==> src/rtl/hazard_ctrl.sv <==
// Stall/bubble scheduler for the 5-stage pipeline: load-use, EX redirect,
// data-memory wait and sync drain, plus a memory-wait timeout and stall counter.
module hazard_ctrl #(
  parameter int unsigned MEM_TIMEOUT = 64,
  parameter int unsigned CNT_W       = 32
) (
  input  logic             sys_clk,
  input  logic             rst,
  input  logic [4:0]       id_rs,
  input  logic [4:0]       id_rt,
  input  logic             id_uses_rs,
  input  logic             id_uses_rt,
  input  logic             ex_mem_to_reg,
  input  logic [4:0]       ex_reg_dst_id,
  input  logic             mem_mem_to_reg,
  input  logic [4:0]       mem_reg_dst_id,
  input  logic             ex_redirect,
  input  logic             ex_is_sync,
  input  logic             mem_is_ls,
  input  logic             wb_is_ls,
  input  logic             mem_req,
  input  logic             mem_ready,
  output logic             pc_stall,
  output logic             if_id_stall,
  output logic             if_id_bubble,
  output logic             id_ex_stall,
  output logic             id_ex_bubble,
  output logic             ex_mem_stall,
  output logic             ex_mem_bubble,
  output logic             mem_wb_stall,
  output logic             mem_wb_bubble,
  output logic             mem_timeout,
  output logic [CNT_W-1:0] stall_cycles
);

  localparam int unsigned WaitW = $clog2(MEM_TIMEOUT + 1);
  localparam logic [WaitW-1:0] WaitLast = WaitW'(MEM_TIMEOUT - 1);

  typedef enum logic [1:0] {StRun, StMemWait, StSyncDrain} state_e;

  state_e           r_state;
  logic [WaitW-1:0] r_wait_cnt;
  logic             r_mem_timeout;
  logic [CNT_W-1:0] r_stall_cycles;

  logic w_mem_wait, w_sync_hold, w_match_ex, w_match_mem, w_load_use;

  assign w_mem_wait  = mem_req & ~mem_ready;
  assign w_sync_hold = ex_is_sync & (mem_is_ls | wb_is_ls);
  assign w_match_ex  = (id_uses_rs && (id_rs == ex_reg_dst_id)) ||
                       (id_uses_rt && (id_rt == ex_reg_dst_id));
  assign w_match_mem = (id_uses_rs && (id_rs == mem_reg_dst_id)) ||
                       (id_uses_rt && (id_rt == mem_reg_dst_id));
  assign w_load_use  = (ex_mem_to_reg && (ex_reg_dst_id != 5'd0) && w_match_ex) ||
                       (mem_mem_to_reg && (mem_reg_dst_id != 5'd0) && w_match_mem);

  // Prioritised stall/bubble decode; everything quiet while in reset.
  always_comb begin
    pc_stall      = 1'b0;
    if_id_stall   = 1'b0;
    if_id_bubble  = 1'b0;
    id_ex_stall   = 1'b0;
    id_ex_bubble  = 1'b0;
    ex_mem_stall  = 1'b0;
    ex_mem_bubble = 1'b0;
    mem_wb_stall  = 1'b0;
    mem_wb_bubble = 1'b0;
    if (!rst) begin
      if (w_mem_wait) begin
        pc_stall      = 1'b1;
        if_id_stall   = 1'b1;
        id_ex_stall   = 1'b1;
        ex_mem_stall  = 1'b1;
        mem_wb_bubble = 1'b1;
      end else if (w_sync_hold) begin
        pc_stall      = 1'b1;
        if_id_stall   = 1'b1;
        id_ex_stall   = 1'b1;
        ex_mem_bubble = 1'b1;
      end else if (ex_redirect) begin
        // PC keeps moving so the redirect target gets loaded.
        if_id_bubble  = 1'b1;
        id_ex_bubble  = 1'b1;
      end else if (w_load_use) begin
        pc_stall      = 1'b1;
        if_id_stall   = 1'b1;
        id_ex_bubble  = 1'b1;
      end
    end
  end

  // State FSM tracking which hold condition the pipeline is in.
  always_ff @(posedge sys_clk) begin
    if (rst) begin
      r_state <= StRun;
    end else begin
      unique case (r_state)
        StRun: begin
          if (w_mem_wait)       r_state <= StMemWait;
          else if (w_sync_hold) r_state <= StSyncDrain;
        end
        StMemWait: begin
          if (!w_mem_wait) r_state <= w_sync_hold ? StSyncDrain : StRun;
        end
        StSyncDrain: begin
          if (w_mem_wait)        r_state <= StMemWait;
          else if (!w_sync_hold) r_state <= StRun;
        end
        default: r_state <= StRun;
      endcase
    end
  end

  // Consecutive memory-wait counter and sticky timeout flag.
  always_ff @(posedge sys_clk) begin
    if (rst) begin
      r_wait_cnt    <= '0;
      r_mem_timeout <= 1'b0;
    end else if (w_mem_wait) begin
      if (r_wait_cnt == WaitLast) r_mem_timeout <= 1'b1;
      else                        r_wait_cnt    <= r_wait_cnt + 1'b1;
    end else begin
      r_wait_cnt <= '0;
    end
  end

  // Saturating count of cycles with the PC held.
  always_ff @(posedge sys_clk) begin
    if (rst) begin
      r_stall_cycles <= '0;
    end else if (pc_stall && (r_stall_cycles != {CNT_W{1'b1}})) begin
      r_stall_cycles <= r_stall_cycles + 1'b1;
    end
  end

  assign mem_timeout  = r_mem_timeout;
  assign stall_cycles = r_stall_cycles;

endmodule

==> config.mk <==
export PLATFORM = sky130hd
export DESIGN_NAME = hazard_ctrl
export DESIGN_NICKNAME = d
export VERILOG_FILES = /design/src/rtl/hazard_ctrl.sv
export SDC_FILE = /design/constraint.sdc
export NUM_CORES = 1
export LEC_CHECK = 0
export CAP_MARGIN = 20
export CORE_MARGIN = 10
export CORE_UTILIZATION = 46
export CTS_BUF_LIST = sky130_fd_sc_hd__clkbuf_16
export DETAILED_ROUTE_END_ITERATION = 6
export PLACE_DENSITY = 0.91
export SYNTH_ARGS = -nofsm -noshare
export SYNTH_HDL_FRONTEND = slang
export SYNTH_SLANG_ARGS = --single-unit
==> constraint.sdc <==
create_clock -name sys_clk -period 3.1 [get_ports sys_clk]
set_clock_uncertainty 0.1 [all_clocks]
set_input_delay 0.62 -clock sys_clk [delete_from_list [all_inputs] [get_ports sys_clk]]
set_output_delay 0.62 -clock sys_clk [all_outputs]
set_load 0.005 [all_outputs]
Yosys cells after proc, flatten, opt, wreduce, memory -nomap -nowiden

Index checks and enable logic that the tools add are counted.

Flip-flop bits (word level): 40
Input bits: 32
Output and inout port bits: 42
Logic and storage cells: 52

Add/sub/neg operators: 2
Eq/ne operators: 6
Multiplexer cells: 20
Bitwise logic cells: 5
Reductions and logical operators: 16

Operator list:

| operator                | number |
|---|---|
| $add A32 B1 Y32 const B | 1 |
| $ne A32 B32 Y1 const B  | 1 |
| $eq A5 B5 Y1            | 4 |
| $mux W1                 | 20 |
| $reduce_bool A5 Y1      | 2 |
| $logic_and A1 B1 Y1     | 9 |
| $add A7 B1 Y7 const B   | 1 |
| $eq A7 B6 Y1 const B    | 1 |
| $logic_or A1 B1 Y1      | 3 |
| $and A1 B1 Y1           | 2 |
| $not A1 Y1              | 2 |
| $reduce_and A2 Y1       | 1 |
| $reduce_or A2 Y1        | 1 |
| $or A1 B1 Y1            | 1 |

Logic depth before layout (Yosys ltp)

Word-level depth: 11
Mapped depth: 10
Depth with buffers taken out: 7

Worst setup path after synthesis

Ideal clock, no wire load.

Path type: input -> output
Start point: in ex_reg_dst_id[0]
End point: out pc_stall
Arrival: 1841 ps
Data required time: 2380 ps
Path slack: 539 ps
Stages: 7
Path buffers: 1
Path through: or4_1 o21ai_1 or3_1 o22ai_2 nor2_1 inv_1 buf_4

Longest elaborated chain between the ends: 10
Elaborated cells between the ends (all ways): 14
Those cells by class: eq/ne: 2; mux: 5; reduce/logical: 7

Ends and longest elaborated chain:

| item                                   | RTL line | text |
|---|---|---|
| start, declared                        | 14       | `input logic [4:0] ex_reg_dst_id,` |
| $eq A5 B5 Y1 (on tied branches)        | 50, 51   |  |
| $logic_and A1 B1 Y1 (on tied branches) | 50, 51   |  |
| $logic_or A1 B1 Y1                     | 50       | `assign w_match_ex = (id_uses_rs && (id_rs == ex_reg_dst_id)) \|\|` |
| $logic_and A1 B1 Y1 *                  | 54       | `assign w_load_use = (ex_mem_to_reg && (ex_reg_dst_id != 5'd0) && w_match_ex) \|\|` |
| $logic_or A1 B1 Y1 *                   | 54       |  |
| $mux W1 * (5 in a row)                 | --       |  |
| end, declared                          | 23       | `output logic pc_stall,` |

Every way passes the cells marked *; elsewhere a longest branch is shown, timed or not.

Worst setup path in the final report

Start point: in ex_reg_dst_id[4]
End point: reg r_stall_cycles[31] (netlist: stall_cycles[31])

Longest elaborated chain between the ends: 11
Elaborated cells between the ends (all ways): 15
Those cells by class: eq/ne: 2; mux: 5; reduce/logical: 8

Ends and longest elaborated chain:

| item                                   | RTL line | text |
|---|---|---|
| $eq A5 B5 Y1 (on tied branches)        | 50, 51   |  |
| $logic_and A1 B1 Y1 (on tied branches) | 50, 51   |  |
| $logic_or A1 B1 Y1                     | 50       |  |
| $logic_and A1 B1 Y1 *                  | 54       |  |
| $logic_or A1 B1 Y1 *                   | 54       |  |
| $mux W1 *                              | 84       | `end else if (w_load_use) begin` |
| $mux W1 *                              | 80       | `end else if (ex_redirect) begin` |
| $mux W1 *                              | 75       | `end else if (w_sync_hold) begin` |
| $mux W1 *                              | 69       | `if (w_mem_wait) begin` |
| $mux W1 *                              | 68       | `if (!rst) begin` |
| $logic_and A1 B1 Y1 *                  | 131      | `end else if (pc_stall && (r_stall_cycles != {CNT_W{1'b1}})) begin` |
| end signal, assigned                   | 132      | `r_stall_cycles <= r_stall_cycles + 1'b1;` |
| end, declared                          | 44       | `logic [CNT_W-1:0] r_stall_cycles;` |

Marked as above.
A chain may end at the register's enable or synchronous reset.

==> summary.txt <==
Floorplanning
  • Core area: 4750 um2
  • Chip height: 90.3 um
  • Initial Util: 47.8%
  • Die area: 8150 um2
  • Number of cell rows: 25
  • Num ports: 74
  • Die Wd: 90.3 um

Clock network
  • Clk root buf: clkbuf_16
  • Worst-skew pair later-pin latency: 0.28 ns
  • Clock Pin Slew Worst Setup and Hold Paths: 0.06 ns
  • CTS H-Tree Depth: 2
  • CTS buffer count: 5
  • Post-CTS Hold Fix Bufs: 0
  • Max clock buf depth: 2
  • CTS Sinks: 40
  • TritonCTS clock tree: built

GRT
  • First-pass GRT wire length: 12.9 mm
  • GRT overflow: 0
  • GRT Total Usage: 19.1%
  • Vias in the first global route: 2560
  • Largest net degree at the start of global routing: 37
  • Initial antenna violation count: 0

Setup path
  • Required time worst endpoint: 3.20 ns
  • Most common cell on crit path: buf_4
  • Setup CP Type: input port to flip-flop
  • Worst Setup Start Kind: input port
  • Flop-to-flop setup slack: 0.57 ns
  • Crit-path max cell delay: 0.35 ns
  • FF-to-FF End: stall_cycles[31]
  • R2R depth: 9
  • Slowest-stage cell, CP: nor4_2
  • CP endpoint: stall_cycles[31]
  • Critical Path Sink Type: flip-flop
  • R2r startpoint: stall_cycles[6]
  • Worst-path cell chain: dlygate4sd2_1 -> xor2_1 -> nor4_2 -> a32oi_2 -> o22ai_2 -> buf_4 -> buf_4 -> buf_4 -> o21ai_4 -> buf_6 -> buf_12 -> or3_1 -> a21oi_1
  • Crit path from: ex_reg_dst_id[4]
  • WP data arrival: 3.13 ns
  • CP Max Fanout: 15

Routing
  • Final wirelength: 8.43 mm
  • DRT Pass-1 Iters: 4
  • Drt drc: 0
  • Via count: 2613
  • Wire length per cell: 18.9 um
  • DRT antenna net count: 0
  • Via density: 5.87
  • Initial DRC count: 156

Placement
  • RePlAce Congestion: 0.887
  • DP Area: 3170 um2
  • Placed wire-length estimate: 5.28 mm
  • Port Buffers: 72

Power
  • Pleak: 1.34 nW
  • Clock power share: 43.7%
  • Power Density: 363 nW/um2
  • Switching power: 303 uW
  • Seq pwr share: 39.9%
  • Max VDD drop: 0.280 mV
  • Internal: 1.01 mW
  • Sw Ratio: 23.1%
  • Combinational share of power: 16.4%

Timing
  • Max-slew violation count: 0
  • Fin crit share: 97.9%
  • Setup Viol. Count Final: 0
  • Max Clock Freq: 0.329 GHz
  • Hold violation count in the final report: 0
  • Final min period: 3.04 ns

Cells and area
  • Final instance area: 3600 um2
  • # diodes: 0
  • Final #Nets: 411
  • Fraction of layout cells with a size suffix above 1: 19.6%
  • Utilization after layout: 75.7%
  • Layout area overhead: 58.5%
  • # fillers: 320

Synth
  • EDFF count, synth: 0
  • Commonest cells post-synth: dfxtp_1, a21oi_1, or3_1, xor2_1, o21ai_0
  • Area share of the largest cell type after synthesis: 35.3%
  • Most area-consuming cells after synthesis: dfxtp_1, xor2_1, or3_1, a21oi_1, o21ai_0
  • Largest area contributor in the netlist: dfxtp_1
  • Synth warn: 0
  • Syn_nets: 311
  • Synth cell types: 45
  • Most frequent cell after synthesis: dfxtp_1
  • Synth Instances: 277
  • Primary flip-flop cell chosen by synthesis mapping: dfxtp_1
  • Mapped Area: 2270 um2
  • Ys async rst share: 0%
  • Seq/Total Area, Yosys: 35.3%
  • Avg Cell Area, Syn: 8.20 um2
  • Seq cells post-synth: 40

Run status
  • Status: finished clean

Job
  • Max-cap violations: 0

Hold path
  • Min-Delay Path Class: flip-flop to flip-flop
-- through the flow --
step / hold slack (ns) / std cells / TNS, ns / power, mW / setup slack (ns)
6_report: 0.344 / 445 / 0 / 1.31 / 0.0640
4_1_cts: 0.347 / 446 / 0 / 1.29 / 0.0149
3_3_place_gp: 0.320 / 425 / -0.742 / 0.695 / -0.249
3_5_place_dp: 0.337 / 425 / -1.66 / 0.699 / -0.343
2_1_floorplan: 0.307 / 277 / 0 / 0.603 / 0.539
5_1_grt: 0.358 / 445 / -0.117 / 1.34 / -0.0650
-- cells by family (layout without fill, tap and decap cells) --
logic type	Yosys count	after routing	synth area share, %
AO/OA/AOI/OAI	72	72	18.2
XOR/XNOR	25	25	9.64
adder cells (fa/ha/maj)	2	2	1.10
buffers and inverters	21	122	5.45
flip-flops	40	40	35.3
multiplexers	4	4	1.87
other	1	1	0.165
AND/OR/NAND/NOR	112	112	28.3
-- registers in the layout (all words and copies together) (netlist names) --
register	cells
mem_timeout	1
r_wait_cnt	7
stall_cycles	32
-- placed cells by master, fill, tap and decap left out, types with 3 or more instances in the layout --
cell,count
clkdlybuf4s50_1,51
dfxtp_1,40
buf_4,30
a21oi_1,25
or3_1,24
xor2_1,18
o21ai_0,17
nor2_1,15
nand3_1,15
nand4_1,12
o21ai_1,12
dlygate4sd2_1,12
nand2_1,9
and3_1,8
xnor2_1,5
inv_1,5
clkbuf_16,5
dlymetal6s2s_1,5
nor4_2,4
or3_4,4
nor2b_1,3
nor3_1,3
a21oi_2,3
a31oi_1,3
-- final cells by class --
class                           instances  area [um2]  area share [%]
Multi-Input combinational cell        216        1480            41.2
Timing Repair Buffer                  108        1050            29.1
Sequential cell                        40         801            22.3
Clock buffer                            5         125            3.48
Tap cell                               67        83.8            2.33
Clock inverter                          3        37.5            1.04
Inverter                                6        22.5           0.626
-- power by group through the flow --
stage	clock network, mW	logic (mW)	registers (mW)
6_report	0.572	0.214	0.522
5_1_grt	0.595	0.227	0.522
4_1_cts	0.573	0.196	0.522
3_5_place_dp	0	0.166	0.533
3_3_place_gp	0	0.162	0.533
2_1_floorplan	0	0.0706	0.532
-- how the worst min path moves through the flow --
stage | start | endpoint | cells after the start
2_1_floorplan | r_wait_cnt[6] | r_wait_cnt[6] | 2
3_3_place_gp | r_wait_cnt[6] | r_wait_cnt[6] | 2
3_5_place_dp | r_wait_cnt[6] | r_wait_cnt[6] | 2
4_1_cts | r_wait_cnt[6] | r_wait_cnt[6] | 2
5_1_grt | r_wait_cnt[6] | r_wait_cnt[6] | 2
6_report | r_wait_cnt[6] | r_wait_cnt[6] | 2
-- worst max-delay path: cells and delay by family --
kind	cells	cell delay, ns
AND/OR/NAND/NOR	2	0.69
XOR/XNOR	1	0.19
AO/OA/AOI/OAI	4	0.71
buffers and inverters	6	0.91
-- routing by layer --
metal | GRT usage [%] | vias up | routed length (um)
li1 | - | 1217 | -
met1 | 20.4 | 1224 | 3190
met2 | 33.5 | 136 | 4190
met3 | 6.48 | 36 | 699
met4 | 7.96 | 0 | 354
met5 | 0 | - | 0
-- what timing repair did --
action / in CTS / in global routing
setup buffers: 11 / 1
endpoints found under the setup margin: 3 / 34
resized for setup: 37 / 24
hold endpoints to repair: 0 / 0
pin swaps: 15 / 13
gates cloned: 2 / 0
(Power assumes the default switching activity.)
